[config.mk]
export PLATFORM = sky130hd
export DESIGN_NAME = pcs_tx_encoder_flat
export DESIGN_NICKNAME = d
export VERILOG_FILES = /design/src/rtl/pcs_pkg.sv /design/src/rtl/pcs_tx_encoder_if.sv /design/src/rtl/pcs_tx_block_classify.sv /design/src/rtl/pcs_tx_encoder.sv /design/src/flat_wrapper.sv
export SDC_FILE = /design/constraint.sdc
export NUM_CORES = 1
export LEC_CHECK = 0
export CAP_MARGIN = 5
export CORE_UTILIZATION = 50
export CTS_BUF_LIST = sky130_fd_sc_hd__clkbuf_4 sky130_fd_sc_hd__clkbuf_8 sky130_fd_sc_hd__clkbuf_16
export CTS_CLUSTER_DIAMETER = 60
export DETAILED_ROUTE_END_ITERATION = 7
export PLACE_DENSITY = 0.76
export SETUP_SLACK_MARGIN = 0.4
export SLEW_MARGIN = 20
export SYNTH_ARGS = -nofsm -noshare
export SYNTH_HDL_FRONTEND = slang
export SYNTH_SLANG_ARGS = --single-unit
[constraint.sdc]
create_clock -name i_clk -period 3.5 [get_ports i_clk]
set_input_delay 0.35 -clock i_clk [delete_from_list [all_inputs] [get_ports i_clk]]
set_output_delay 0.35 -clock i_clk [all_outputs]
set_load 0.03 [all_outputs]
[src/rtl/pcs_pkg.sv]
// Shared package for the 64b/66b PCS transmit path.
// Holds XGMII lane geometry, XGMII control characters, the 7-bit control codes,
// block-type and sync-header constants, the transmit FSM state type, the block
// class type and small helpers shared by the classifier and the encoder top.
package pcs_pkg;

    localparam int unsigned N_CHANNELS = 4;
    localparam int unsigned W_BYTE     = 8;
    localparam int unsigned N_LANES    = 2 * N_CHANNELS;
    localparam int unsigned W_BLOCK    = N_LANES * W_BYTE;

    // XGMII control characters
    localparam logic [7:0] XGMII_IDLE  = 8'h07;
    localparam logic [7:0] XGMII_START = 8'hFB;
    localparam logic [7:0] XGMII_TERM  = 8'hFD;
    localparam logic [7:0] XGMII_ERROR = 8'hFE;

    // 7-bit control codes carried inside control blocks
    localparam logic [6:0] CODE_IDLE  = 7'h00;
    localparam logic [6:0] CODE_ERROR = 7'h1E;

    // Block types
    localparam logic [7:0] BT_C  = 8'h1E;
    localparam logic [7:0] BT_S0 = 8'h78;
    localparam logic [7:0] BT_S4 = 8'h33;

    // Sync headers
    localparam logic [1:0] HDR_DATA = 2'b01;
    localparam logic [1:0] HDR_CTRL = 2'b10;

    // Error block payload: C-type block with every lane coded as error
    localparam logic [W_BLOCK-1:0] EBLOCK_PAYLOAD = {{N_LANES{CODE_ERROR}}, BT_C};

    typedef enum logic [2:0] {StInit, StC, StD, StT, StE} tx_state_e;

    typedef enum logic [2:0] {CLS_C, CLS_S, CLS_D, CLS_T, CLS_E} blk_class_e;

    // Block type for a terminate block whose TERM sits in lane k
    function automatic logic [7:0] bt_term(input logic [2:0] k);
        logic [7:0] bt;
        case (k)
            3'd0:    bt = 8'h87;
            3'd1:    bt = 8'h99;
            3'd2:    bt = 8'hAA;
            3'd3:    bt = 8'hB4;
            3'd4:    bt = 8'hCC;
            3'd5:    bt = 8'hD2;
            3'd6:    bt = 8'hE1;
            default: bt = 8'hFF;
        endcase
        return bt;
    endfunction

    // Only IDLE and ERROR may appear as plain control lanes inside a block
    function automatic logic is_legal_ctrl(input logic ctrl, input logic [7:0] data);
        return ctrl && ((data == XGMII_IDLE) || (data == XGMII_ERROR));
    endfunction

    function automatic logic [6:0] ctrl_code(input logic [7:0] data);
        return (data == XGMII_ERROR) ? CODE_ERROR : CODE_IDLE;
    endfunction

    // Transmit state machine transition, evaluated once per block
    function automatic tx_state_e tx_next_state(input tx_state_e st, input blk_class_e cls);
        tx_state_e nxt;
        nxt = StE;
        case (st)
            StInit, StC, StT: begin
                if (cls == CLS_C)      nxt = StC;
                else if (cls == CLS_S) nxt = StD;
            end
            StD: begin
                if (cls == CLS_D)      nxt = StD;
                else if (cls == CLS_T) nxt = StT;
            end
            StE: begin
                if (cls == CLS_D)      nxt = StD;
                else if (cls == CLS_C) nxt = StC;
                else if (cls == CLS_T) nxt = StT;
            end
            default: nxt = StE;
        endcase
        return nxt;
    endfunction

endpackage

[src/rtl/pcs_tx_encoder_if.sv]
// XGMII-in / block-out bus of the PCS transmit encoder.
//   i_clk_en      : transfer qualifier
//   i_xgmii_ctrl  : per-lane control flags (lane 0 first on the wire)
//   i_xgmii_data  : per-lane bytes, lane i at [8*i +: 8]
//   o_block_valid : one-cycle new-block strobe
//   o_header      : 2-bit sync header
//   o_payload     : 64-bit block payload, byte 0 at [7:0]
// master drives the XGMII side, slave is the encoder.
interface pcs_tx_encoder_if;
    import pcs_pkg::*;

    logic                         i_clk_en;
    logic [N_CHANNELS-1:0]        i_xgmii_ctrl;
    logic [N_CHANNELS*W_BYTE-1:0] i_xgmii_data;
    logic                         o_block_valid;
    logic [1:0]                   o_header;
    logic [W_BLOCK-1:0]           o_payload;

    modport master (
        output i_clk_en, i_xgmii_ctrl, i_xgmii_data,
        input  o_block_valid, o_header, o_payload
    );

    modport slave (
        input  i_clk_en, i_xgmii_ctrl, i_xgmii_data,
        output o_block_valid, o_header, o_payload
    );

endinterface

[src/rtl/pcs_tx_block_classify.sv]
// Combinational 64b/66b block classifier and encoder.
//   ctrl_i    : 8 lane control flags, lane 0 first
//   data_i    : 8 lane bytes, lane i at [8*i +: 8]
//   cls_o     : block class (C, S, D, T, E)
//   header_o  : sync header for the encoded block
//   payload_o : encoded 64-bit payload (EBLOCK for class E)
module pcs_tx_block_classify
    import pcs_pkg::*;
(
    input  logic [N_LANES-1:0] ctrl_i,
    input  logic [W_BLOCK-1:0] data_i,
    output blk_class_e         cls_o,
    output logic [1:0]         header_o,
    output logic [W_BLOCK-1:0] payload_o
);

    logic [N_LANES-1:0] legal;
    logic [N_LANES-1:0] start;
    logic [N_LANES-1:0] term;
    logic [N_LANES-1:0] t_match;
    logic [6:0]         code [N_LANES];

    always_comb begin
        for (int i = 0; i < N_LANES; i++) begin
            legal[i] = is_legal_ctrl(ctrl_i[i], data_i[W_BYTE*i +: W_BYTE]);
            start[i] = ctrl_i[i] && (data_i[W_BYTE*i +: W_BYTE] == XGMII_START);
            term[i]  = ctrl_i[i] && (data_i[W_BYTE*i +: W_BYTE] == XGMII_TERM);
            code[i]  = ctrl_code(data_i[W_BYTE*i +: W_BYTE]);
        end
        // Tk: data before lane k, TERM at k, legal control after k
        for (int k = 0; k < N_LANES; k++) begin
            t_match[k] = term[k];
            for (int j = 0; j < N_LANES; j++) begin
                if (j < k)      t_match[k] = t_match[k] & ~ctrl_i[j];
                else if (j > k) t_match[k] = t_match[k] & legal[j];
            end
        end
    end

    always_comb begin
        cls_o     = CLS_E;
        header_o  = HDR_CTRL;
        payload_o = EBLOCK_PAYLOAD;
        if (ctrl_i == '0) begin
            cls_o     = CLS_D;
            header_o  = HDR_DATA;
            payload_o = data_i;
        end else if (&legal) begin
            cls_o          = CLS_C;
            payload_o      = '0;
            payload_o[7:0] = BT_C;
            for (int j = 0; j < N_LANES; j++) payload_o[8+7*j +: 7] = code[j];
        end else if ((ctrl_i == 8'h01) && start[0]) begin
            cls_o     = CLS_S;
            payload_o = {data_i[W_BLOCK-1:8], BT_S0};
        end else if ((ctrl_i == 8'h1F) && (&legal[3:0]) && start[4]) begin
            cls_o          = CLS_S;
            payload_o      = '0;
            payload_o[7:0] = BT_S4;
            for (int j = 0; j < 4; j++) payload_o[8+7*j +: 7] = code[j];
            payload_o[63:40] = data_i[63:40];
        end else if (|t_match) begin
            cls_o     = CLS_T;
            payload_o = '0;
            // At most one k can match: a later TERM is not legal control
            for (int k = 0; k < N_LANES; k++) begin
                if (t_match[k]) begin
                    payload_o[7:0] = bt_term(3'(k));
                    for (int j = 0; j < N_LANES; j++) begin
                        if (j < k) begin
                            payload_o[8*(j+1) +: 8] = data_i[8*j +: 8];
                        end else if (j > k) begin
                            payload_o[8+7*j +: 7] = code[j];
                        end
                    end
                end
            end
        end
    end

endmodule

[src/rtl/pcs_tx_encoder.sv]
// 64b/66b transmit encoder: packs two enabled 32-bit XGMII transfers into one
// 64-bit block, classifies it, runs the transmit state machine and registers
// the sync header and payload with a one-cycle valid strobe.
//   i_clk   : TX clock
//   i_reset : asynchronous active-high reset
//   bus     : XGMII input and encoded block output (slave side)
module pcs_tx_encoder
    import pcs_pkg::*;
(
    input logic              i_clk,
    input logic              i_reset,
    pcs_tx_encoder_if.slave  bus
);

    logic                         phase_q, phase_d;
    logic [N_CHANNELS-1:0]        ctrl_lo_q, ctrl_lo_d;
    logic [N_CHANNELS*W_BYTE-1:0] data_lo_q, data_lo_d;
    tx_state_e                    state_q, state_d;
    logic                         valid_q, valid_d;
    logic [1:0]                   header_q, header_d;
    logic [W_BLOCK-1:0]           payload_q, payload_d;

    blk_class_e                   cls;
    logic [1:0]                   cls_header;
    logic [W_BLOCK-1:0]           cls_payload;

    // Stored half supplies lanes 0-3, live transfer supplies lanes 4-7
    pcs_tx_block_classify u_classify (
        .ctrl_i    ({bus.i_xgmii_ctrl, ctrl_lo_q}),
        .data_i    ({bus.i_xgmii_data, data_lo_q}),
        .cls_o     (cls),
        .header_o  (cls_header),
        .payload_o (cls_payload)
    );

    always_comb begin
        phase_d   = phase_q;
        ctrl_lo_d = ctrl_lo_q;
        data_lo_d = data_lo_q;
        state_d   = state_q;
        valid_d   = 1'b0;
        header_d  = header_q;
        payload_d = payload_q;
        if (bus.i_clk_en) begin
            phase_d = ~phase_q;
            if (!phase_q) begin
                ctrl_lo_d = bus.i_xgmii_ctrl;
                data_lo_d = bus.i_xgmii_data;
            end else begin
                state_d = tx_next_state(state_q, cls);
                valid_d = 1'b1;
                if (state_d == StE) begin
                    header_d  = HDR_CTRL;
                    payload_d = EBLOCK_PAYLOAD;
                end else begin
                    header_d  = cls_header;
                    payload_d = cls_payload;
                end
            end
        end
    end

    always_ff @(posedge i_clk or posedge i_reset) begin
        if (i_reset) begin
            phase_q   <= 1'b0;
            ctrl_lo_q <= '0;
            data_lo_q <= '0;
            state_q   <= StInit;
            valid_q   <= 1'b0;
            header_q  <= '0;
            payload_q <= '0;
        end else begin
            phase_q   <= phase_d;
            ctrl_lo_q <= ctrl_lo_d;
            data_lo_q <= data_lo_d;
            state_q   <= state_d;
            valid_q   <= valid_d;
            header_q  <= header_d;
            payload_q <= payload_d;
        end
    end

    assign bus.o_block_valid = valid_q;
    assign bus.o_header      = header_q;
    assign bus.o_payload     = payload_q;

endmodule

[src/flat_wrapper.sv]
// flat-port wrapper written by rule: the top's interface ports become plain ports
module pcs_tx_encoder_flat import pcs_pkg::*;
  (i_clk, i_reset, bus_i_clk_en, bus_i_xgmii_ctrl, bus_i_xgmii_data, bus_o_block_valid, bus_o_header, bus_o_payload);
  pcs_tx_encoder_if bus_i ();
  input logic i_clk;
  input logic i_reset;
  input wire logic [$bits(bus_i.i_clk_en)-1:0] bus_i_clk_en;
  input wire logic [$bits(bus_i.i_xgmii_ctrl)-1:0] bus_i_xgmii_ctrl;
  input wire logic [$bits(bus_i.i_xgmii_data)-1:0] bus_i_xgmii_data;
  output wire logic [$bits(bus_i.o_block_valid)-1:0] bus_o_block_valid;
  output wire logic [$bits(bus_i.o_header)-1:0] bus_o_header;
  output wire logic [$bits(bus_i.o_payload)-1:0] bus_o_payload;
  assign bus_i.i_clk_en = bus_i_clk_en;
  assign bus_i.i_xgmii_ctrl = bus_i_xgmii_ctrl;
  assign bus_i.i_xgmii_data = bus_i_xgmii_data;
  assign bus_o_block_valid = bus_i.o_block_valid;
  assign bus_o_header = bus_i.o_header;
  assign bus_o_payload = bus_i.o_payload;
  pcs_tx_encoder u_core (.i_clk(i_clk), .i_reset(i_reset), .bus(bus_i));
endmodule
==> results of run 1 <==
[critical path, stage by stage (launching register included)]
cell and delay, ps:
dfrtp_2 490, or4b_4 580, nor3_4 250, o21ai_4 140
nor4_4 380, o21ai_1 140, buf_4 170, o21ai_4 210
o211ai_4 130, buf_12 170, buf_8 130, buf_6 120
o22a_1 170
[how the worst min path moves through the flow]
stage                                   startpoint  cells after the start                       end
after detailed placement  u_core.bus.o_payload[49]                      2  u_core.bus.o_payload[49]
after floorplan                       bus_i_clk_en                      1            u_core.phase_q
after global routing          bus_i_xgmii_data[21]                      3  u_core.bus.o_payload[61]
after global placement      u_core.bus.o_header[0]                      2    u_core.bus.o_header[0]
final                         bus_i_xgmii_data[21]                      3  u_core.bus.o_payload[61]
after CTS                 u_core.bus.o_payload[49]                      2  u_core.bus.o_payload[49]
[routing by layer]
metal | global-route usage | wire length (um)
met5 | 0 | 0
met4 | 0.211 | 1760
met3 | 0.140 | 3590
met2 | 0.678 | 12900
met1 | 0.559 | 10800
[state kept, by name, indices dropped and copies added, names as in the netlist]
register and count:
u_core.bus.o_block_valid 1, u_core.phase_q 1, u_core.data_lo_q 32, u_core.bus.o_payload 64, u_core.bus.o_header 2, u_core.ctrl_lo_q 4, u_core.state_q 3
[what timing repair did]
action	in CTS	in global routing
pin swaps	5	14
gates resized for setup	10	65
endpoints found under the setup margin	59	68
buffers inserted	4	9
gates cloned	0	3
[stage by stage]
stage          area (um2)  TNS [ps]
2_1_floorplan        6350         0
3_3_place_gp         8290      -416
3_5_place_dp         8290      -685
4_1_cts              8680         0
5_1_grt              9130         0
6_report             9130         0
[power groups by stage]
stage	sequential [W]	clock (W)	combinational (W)
2_1_floorplan	0.00177	0	0.000657
3_3_place_gp	0.00182	0	0.00128
3_5_place_dp	0.00183	0	0.00133
4_1_cts	0.00182	0.00108	0.00135
5_1_grt	0.00190	0.00113	0.00159
6_report	0.00189	0.00107	0.00154
[layout by cell type (no fill, tap or decap), types with 4 or more instances in the layout]
master,netlist,final
nand2_1,83,82
nor3_1,20,16
nand2b_1,4,4
or3_1,5,5
dfrtp_2,0,4
nand3b_1,5,5
clkdlybuf4s50_1,0,102
buf_6,2,4
nor3_2,3,4
clkbuf_16,0,11
inv_1,13,12
o31ai_2,18,13
o21ai_0,19,17
nor2_1,47,46
or4b_1,5,4
or4_1,5,4
o22ai_1,15,13
nand3_1,13,12
a31oi_1,9,9
mux2_2,33,33
a21oi_1,45,36
o221ai_1,9,8
nand4_1,10,10
o21ai_1,13,11
a21oi_2,5,12
buf_12,0,4
o31ai_4,0,7
a22oi_1,34,33
nor4_1,7,5
buf_4,2,111
dfrtp_1,107,103
o21ai_2,5,7
[layout make-up]
type	count	area [um2]	area share
Multi-Input combinational cell	505	3790	0.415
Sequential cell	107	2680	0.294
Timing Repair Buffer	227	2080	0.228
Clock buffer	10	233	0.0255
Tap cell	168	210	0.0230
Clock inverter	6	73.8	0.00809
Inverter	14	56.3	0.00617
[cells by family (layout without fill, tap and decap cells)]
logic type	after synthesis	in the layout
XOR/XNOR	1	1
buffers and inverters	45	257
multiplexers	33	33
flip-flops	107	107
AND/OR/NAND/NOR	253	253
AO/OA/AOI/OAI	218	218
==> flow_metrics.env, run 1 <==
export IMPL_clkTransAtPathRegs_ps=80
export IMPL_synth_yosys_warnings=0
export IMPL_post_drt_via_cell_ratio=6.94
export IMPL_final_net_count=903
export IMPL_drc_errors=0
export IMPL_slew_viol_final=0
export IMPL_pwr_density_cell_nw_per_um2=494
export IMPL_relSlewSlack=0.444
export IMPL_ios=106
export IMPL_syn_nets=696
export IMPL_synth_xor_area_share=0.00138
export IMPL_hold_buffers=0
export IMPL_synth_compound_area_share=0.265
export IMPL_end_kind="flop"
export IMPL_firstDrtPassIters=6
export IMPL_fillers=860
export IMPL_yosys_mux_area_fraction=0.0585
export IMPL_outcome="complete, no violations"
export IMPL_grtUsageTotal=0.439
export IMPL_synth_edf_count=0
export IMPL_p_leak_nw=3.52
export IMPL_grt_pass1_wl_um=41700
export IMPL_synth_ff_type="dfrtp_1"
export IMPL_syn_cell_area_um2=6350
export IMPL_place_ws_ps=-165
export IMPL_timing_critical_path_from="u_core.data_lo_q[12]"
export IMPL_cts_buffers=9
export IMPL_pwr_share_comb=0.342
export IMPL_fin_crit_sh=0.920
export IMPL_clk_latency_ps=360
export IMPL_synth_area_top_cells="dfrtp_1, mux2_2, nand2_1, a22oi_1, a21oi_1"
export IMPL_period_minus_slack_ps=3220
export IMPL_path_class="flop to flop"
export IMPL_overflow=0
export IMPL_cts_sinks=107
export IMPL_reg2reg_from="u_core.data_lo_q[12]"
export IMPL_cts_root_buf="clkbuf_16"
export IMPL_required_ps=3740
export IMPL_totalWireLength_um=29100
export IMPL_post_place_cells=1005
export IMPL_grt_max_degree=57
export IMPL_synth_seq_cells=107
export IMPL_drv_cap=0
export IMPL_worst_hold_slack_ps=370
export IMPL_power_switching_w=0.00182
export IMPL_hpwl_um=20900
export IMPL_drt_initial_drc_count=889
export IMPL_total_power_w=0.00451
export IMPL_worst_setup_path_start_kind="flop"
export IMPL_cts_tree="built"
export IMPL_fin_util=0.747
export IMPL_p_int_w=0.00269
export IMPL_p_seq_frac=0.419
export IMPL_synth_top_family_by_area="compound AO/OA/AOI/OAI gates"
export IMPL_fmax_mhz=310
export IMPL_synth_fa_ha_area_frac=0
export IMPL_min_path_type="input pin to flop"
export IMPL_yosys_area_share_simple=0.220
export IMPL_finClkSkew_ps=9.53
export IMPL_r2r_end="u_core.bus.o_payload[4]"
export IMPL_synth_cell_types=88
export IMPL_syn_avg_cell_area_um2=9.67
export IMPL_num_antenna_cells=0
export IMPL_fin_cells=1037
export IMPL_start_util=0.520
export IMPL_cp_data_arrival_time_ps=3460
export IMPL_hold_viol=0
export IMPL_core_area_um2=12200
export IMPL_area_delta_synth_final_pct=43.7
export IMPL_fp_dieW_um=115
export IMPL_p_clk_frac=0.238
export IMPL_async_reset_ff_frac=1.00
export IMPL_synth_area_leader_cell="dfrtp_1"
export IMPL_fin_ws_ps=279
export IMPL_gp_congestion=0.998
export IMPL_r2r_slack_ps=280
export IMPL_synth_common_cells="dfrtp_1, nand2_1, nor2_1, a21oi_1, a22oi_1"
export IMPL_crit_end="u_core.bus.o_payload[4]"
export IMPL_rows=40
export IMPL_tightest_slew_ps=832
export IMPL_h_tree_depth=3
export IMPL_rr_worst_depth=12
export IMPL_rsz0062_at_grt="true"
export IMPL_port_buffers=105
export IMPL_p_sw_frac=0.403
export IMPL_die_height_um=115
export IMPL_vdd_ir_drop_max_v=0.000520
export IMPL_vias=7192
export IMPL_drtAntennaViolNets=0
export IMPL_synth_top_area_frac=0.422
export IMPL_grt_pass1_vias=6823
export IMPL_clockBufferDepth=2
export IMPL_layout_drive_gt1_share=0.326
export IMPL_crit_fanout=6
export IMPL_dieArea_um2=13200
export IMPL_synth_most_common_cell="dfrtp_1"
export IMPL_synth_seq_area_share=0.422
export IMPL_setup_violations=0
export IMPL_antenna_found_initial=0
export IMPL_synthCells=657
export IMPL_routedWlPerCell_um=28.1
No activity file was read; power rests on OpenSTA's default activity.
==> inputs of run 2 (changes only) <==
--- a/config.mk
+++ b/config.mk
@@ -6,11 +6,11 @@
 export NUM_CORES = 1
 export LEC_CHECK = 0
 export CAP_MARGIN = 5
-export CORE_UTILIZATION = 50
+export CORE_UTILIZATION = 54
 export CTS_BUF_LIST = sky130_fd_sc_hd__clkbuf_4 sky130_fd_sc_hd__clkbuf_8 sky130_fd_sc_hd__clkbuf_16
 export CTS_CLUSTER_DIAMETER = 60
 export DETAILED_ROUTE_END_ITERATION = 7
-export PLACE_DENSITY = 0.76
+export PLACE_DENSITY = 0.81
 export SETUP_SLACK_MARGIN = 0.4
 export SLEW_MARGIN = 20
 export SYNTH_ARGS = -nofsm -noshare
==> flow_metrics.env, run 2 (same netlist as run 1, synthesis figures left out) <==
export IMPL_cts_root_buf="clkbuf_16"
export IMPL_fmax_mhz=325
export IMPL_final_net_count=874
export IMPL_clockBufferDepth=2
export IMPL_pwr_density_cell_nw_per_um2=507
export IMPL_clk_latency_ps=360
export IMPL_relSlewSlack=0.472
export IMPL_core_area_um2=11400
export IMPL_p_clk_frac=0.269
export IMPL_largest_reg_flops=64
export IMPL_cts_sinks=107
export IMPL_min_path_type="input pin to flop"
export IMPL_cp_data_arrival_time_ps=3290
export IMPL_cts_tree="built"
export IMPL_layout_drive_gt1_share=0.265
export IMPL_drc_errors=0
export IMPL_totalWireLength_um=25300
export IMPL_drtAntennaViolNets=0
export IMPL_firstDrtPassIters=7
export IMPL_setup_violations=0
export IMPL_pwr_share_comb=0.296
export IMPL_tightest_slew_ps=792
export IMPL_fin_setup_tns_ps=0
export IMPL_overflow=0
export IMPL_rows=39
export IMPL_num_antenna_cells=0
export IMPL_p_int_w=0.00273
export IMPL_worst_setup_path_start_kind="input pin"
export IMPL_end_kind="flop"
export IMPL_routedWlPerCell_um=25.8
export IMPL_drt_initial_drc_count=958
export IMPL_required_ps=3710
export IMPL_fin_cells=982
export IMPL_layout_commonest_cell="dfrtp_1"
export IMPL_power_switching_w=0.00162
export IMPL_hold_viol=0
export IMPL_grtUsageTotal=0.418
export IMPL_start_util=0.556
export IMPL_p_leak_nw=3.31
export IMPL_port_buffers=105
export IMPL_fp_dieW_um=110
export IMPL_vias=6798
export IMPL_die_height_um=110
export IMPL_worst_hold_slack_ps=363
export IMPL_grt_pass1_vias=6891
export IMPL_grt_pass1_wl_um=38900
export IMPL_p_seq_frac=0.434
export IMPL_post_place_cells=965
export IMPL_grt_max_degree=61
export IMPL_ios=106
export IMPL_p_sw_frac=0.372
export IMPL_path_class="input pin to flop"
export IMPL_vdd_ir_drop_max_v=0.000517
export IMPL_area_delta_synth_final_pct=35.1
export IMPL_mostFrequentLayoutCells="dfrtp_1, clkdlybuf4s50_1, buf_4"
export IMPL_outcome="complete, no violations"
export IMPL_period_minus_slack_ps=3080
export IMPL_antenna_found_initial=0
export IMPL_drv_cap=0
export IMPL_rsz0062_at_grt="true"
export IMPL_hold_buffers=0
export IMPL_finClkSkew_ps=11.0
export IMPL_dieArea_um2=12200
export IMPL_slew_viol_final=0
export IMPL_cts_buffers=9
export IMPL_hpwl_um=19300
export IMPL_post_drt_via_cell_ratio=6.92
export IMPL_clkTransAtPathRegs_ps=60
export IMPL_gp_congestion=1.01
export IMPL_h_tree_depth=3
export IMPL_fin_crit_sh=0.880
export IMPL_crit_fanout=21
run 2: per-stage QoR:
stage | utilization | total power [W] | cell area, um2 | worst slack, ps
floorplan | - | 0.00243 | 6350 | 755
global placement | 0.715 | 0.00305 | 8160 | 108
detailed placement | 0.715 | 0.00311 | 8160 | 15.2
CTS | 0.745 | 0.00428 | 8510 | 404
global route | 0.752 | 0.00446 | 8580 | 378
finish | 0.752 | 0.00435 | 8580 | 420
run 2: per-layer routing:
metal  wire [um]  vias to the layer above  track usage
li1            -                     2864            -
met1        9620                     3288        0.532
met5           0                        -            0
met3        2570                      122       0.0971
met2       11800                      524        0.645
met4        1390                        0        0.255
run 2: path summary, 6_finish.rpt:
check,from,endpoint,slack (ps),cells after the start
worst max-delay path,bus_i_xgmii_data[8],u_core.bus.o_payload[63],420,12
worst min register to register,u_core.bus.o_payload[27],u_core.bus.o_payload[27],490,2
worst max register to register,u_core.data_lo_q[20],u_core.bus.o_payload[63],430,12
worst min-delay path,bus_i_xgmii_data[20],u_core.bus.o_payload[60],360,3
min in group asynchronous,i_reset,u_core.data_lo_q[13],530,3
max in group asynchronous,i_reset,u_core.bus.o_payload[24],2360,3
run 2: timing repair:
item | CTS | global route
buffers inserted | 0 | 2
resized for setup | 3 | 16
endpoints found under the setup margin | 11 | 49
pin swaps | 0 | 2
run 2: final cells by class:
type                            count  area (um2)
Inverter                           14        56.3
Sequential cell                   107        2680
Timing Repair Buffer              198        1810
Clock buffer                       11         240
Fill cell                         791        2840
Clock inverter                      4        98.8
Multi-Input combinational cell    505        3520
Tap cell                          143         179
run 2: power groups by stage:
stage | registers [W] | logic [W] | clock network [W]
2_1_floorplan | 0.00177 | 0.000657 | 0
3_3_place_gp | 0.00184 | 0.00120 | 0
3_5_place_dp | 0.00187 | 0.00124 | 0
4_1_cts | 0.00185 | 0.00125 | 0.00118
5_1_grt | 0.00190 | 0.00135 | 0.00121
6_report | 0.00189 | 0.00129 | 0.00117
run 2: critical path, stage by stage:
cell and delay, ps:
clkdlybuf4s50_1 570, buf_4 180, and4b_2 260, o21bai_4 200
nor4_1 80, buf_4 140, a211oi_4 350, nand3_1 220
buf_4 210, o21ai_2 380, buf_12 250, o31ai_2 90
==> inputs of run 3 (changes only) <==
--- a/config.mk
+++ b/config.mk
@@ -10,7 +10,8 @@
 export CTS_BUF_LIST = sky130_fd_sc_hd__clkbuf_4 sky130_fd_sc_hd__clkbuf_8 sky130_fd_sc_hd__clkbuf_16
 export CTS_CLUSTER_DIAMETER = 60
 export DETAILED_ROUTE_END_ITERATION = 7
-export PLACE_DENSITY = 0.81
+export GPL_ROUTABILITY_DRIVEN = 0
+export PLACE_DENSITY = 0.8
 export SETUP_SLACK_MARGIN = 0.4
 export SLEW_MARGIN = 20
 export SYNTH_ARGS = -nofsm -noshare
==> flow_metrics.env, run 3 (same netlist as run 1, synthesis figures left out) <==
export IMPL_die_height_um=110
export IMPL_firstDrtPassIters=8
export IMPL_cts_root_buf="clkbuf_16"
export IMPL_grt_max_degree=108
export IMPL_routedWlPerCell_um=24.2
export IMPL_final_net_count=843
export IMPL_rsz0062_at_grt="true"
export IMPL_vias=6742
export IMPL_path_class="flop to flop"
export IMPL_crit_fanout=5
export IMPL_drv_cap=0
export IMPL_fmax_mhz=321
export IMPL_crit_path_top_delay_cell="or4b_4"
export IMPL_cp_cell_sequence="or4b_4 -> nor3_4 -> o21ai_4 -> nor4_4 -> buf_4 -> and2_2 -> o21a_4 -> o211ai_4 -> a211oi_4 -> a21oi_1"
export IMPL_setup_violations=0
export IMPL_outcome="complete, but fails checks"
export IMPL_clkTransAtPathRegs_ps=70
export IMPL_cts_tree="built"
export IMPL_layout_commonest_cell="dfrtp_1"
export IMPL_violations="design-rule violations"
export IMPL_critical_path_max_stage_delay_ps=560
export IMPL_fp_dieW_um=110
export IMPL_grt_pass1_wl_um=33900
export IMPL_cp_data_arrival_time_ps=3340
export IMPL_tightest_slew_ps=761
export IMPL_fin_setup_tns_ps=0
export IMPL_area_delta_synth_final_pct=31.6
export IMPL_num_antenna_cells=0
export IMPL_antenna_found_initial=0
export IMPL_worst_setup_path_start_kind="flop"
export IMPL_fin_crit_sh=0.891
export IMPL_period_minus_slack_ps=3120
export IMPL_mostFrequentLayoutCells="dfrtp_1, clkdlybuf4s50_1, nand2_1"
export IMPL_largest_reg_flops=64
export IMPL_path_delay_family="simple AND/OR/NAND/NOR gates"
export IMPL_post_drt_via_cell_ratio=7.12
export IMPL_hpwl_um=15800
export IMPL_p_leak_nw=3.17
export IMPL_relSlewSlack=0.489
export IMPL_drtAntennaViolNets=0
export IMPL_end_kind="flop"
export IMPL_port_buffers=105
export IMPL_hold_viol=0
export IMPL_post_place_cells=926
export IMPL_pwr_share_comb=0.279
export IMPL_start_util=0.556
export IMPL_layout_drive_gt1_share=0.252
export IMPL_p_clk_frac=0.238
export IMPL_p_sw_frac=0.378
export IMPL_p_seq_frac=0.483
export IMPL_overflow=0
export IMPL_h_tree_depth=3
export IMPL_required_ps=3720
export IMPL_cts_sinks=107
export IMPL_fin_cells=947
export IMPL_timing_critical_path_buf_inv=1
export IMPL_slew_viol_final=0
export IMPL_core_area_um2=11400
export IMPL_min_path_type="input pin to flop"
export IMPL_clk_latency_ps=350
export IMPL_rows=39
export IMPL_drt_initial_drc_count=1234
export IMPL_cts_buffers=9
export IMPL_p_int_w=0.00252
export IMPL_finClkSkew_ps=4.98
export IMPL_grt_pass1_vias=6143
export IMPL_power_switching_w=0.00153
export IMPL_ios=106
export IMPL_pwr_density_cell_nw_per_um2=484
export IMPL_dieArea_um2=12200
export IMPL_drc_errors=20
export IMPL_vdd_ir_drop_max_v=0.000689
export IMPL_grtUsageTotal=0.357
export IMPL_clockBufferDepth=2
export IMPL_totalWireLength_um=22900
## run 3: cell types whose count changed in the layout (fill, tap and decap cells not counted), sizes merged, moves of 2 or more
| cell | change |
|---|---|
| dlymetal6s2s | +3 |
| buf | -32 |
| clkdlybuf4s50 | -3 |
| bufinv | -2 |
## run 3: repair_timing
| action | in CTS | in global routing |
|---|---|---|
| gates resized for setup | 4 | 40 |
| setup endpoints to repair | 28 | 52 |
| pin swaps | 2 | 13 |
| gates cloned | 0 | 1 |
| hold buffers | 0 | 0 |
| setup buffers | 1 | 8 |
## run 3: final timing paths
check                                      endpoint  slack, ps                      from  depth (start not counted)
setup / recovery           u_core.bus.o_payload[47]        380      u_core.data_lo_q[19]                         10
hold / removal                 u_core.data_lo_q[28]        350      bus_i_xgmii_data[28]                          2
setup reg to reg           u_core.bus.o_payload[47]        380      u_core.data_lo_q[19]                         10
hold reg to reg            u_core.bus.o_payload[62]        480  u_core.bus.o_payload[62]                          2
max in group asynchronous      u_core.data_lo_q[20]       2480                   i_reset                          3
min in group asynchronous    u_core.bus.o_header[1]        450                   i_reset                          3
## run 3: power groups by stage
stage	combinational, W	clock (W)	sequential, W
global route	0.00119	0.00101	0.00196
global placement	0.000986	0	0.00191
floorplan	0.000657	0	0.00177
CTS	0.00102	0.000970	0.00190
finish	0.00113	0.000963	0.00195
detailed placement	0.00101	0	0.00191
## run 3: area by class of cell
type	count	area, um2
Sequential cell	107	2690
Multi-Input combinational cell	506	3630
Inverter	14	56.3
Timing Repair Buffer	166	1550
Clock inverter	1	30.0
Tap cell	143	179
Fill cell	822	3060
Clock buffer	10	233
## run 3: layer usage
layer,wire length [um],global-route usage,up-vias
met3,3180,0.0785,176
met4,1730,0.233,0
met5,0,0,-
li1,-,-,2799
met2,9930,0.523,605
met1,8060,0.476,3162
## run 3: metrics by stage
| step | util | power (W) | hold WS [ps] | worst slack [ps] | area (um2) |
|---|---|---|---|---|---|
| floorplan | - | 0.00243 | 437 | 755 | 6350 |
| global placement | 0.687 | 0.00290 | 461 | 130 | 7840 |
| detailed placement | 0.687 | 0.00292 | 466 | 49.2 | 7840 |
| CTS | 0.712 | 0.00389 | 481 | 396 | 8140 |
| global route | 0.732 | 0.00417 | 366 | 378 | 8360 |
| finish | 0.732 | 0.00405 | 349 | 381 | 8360 |
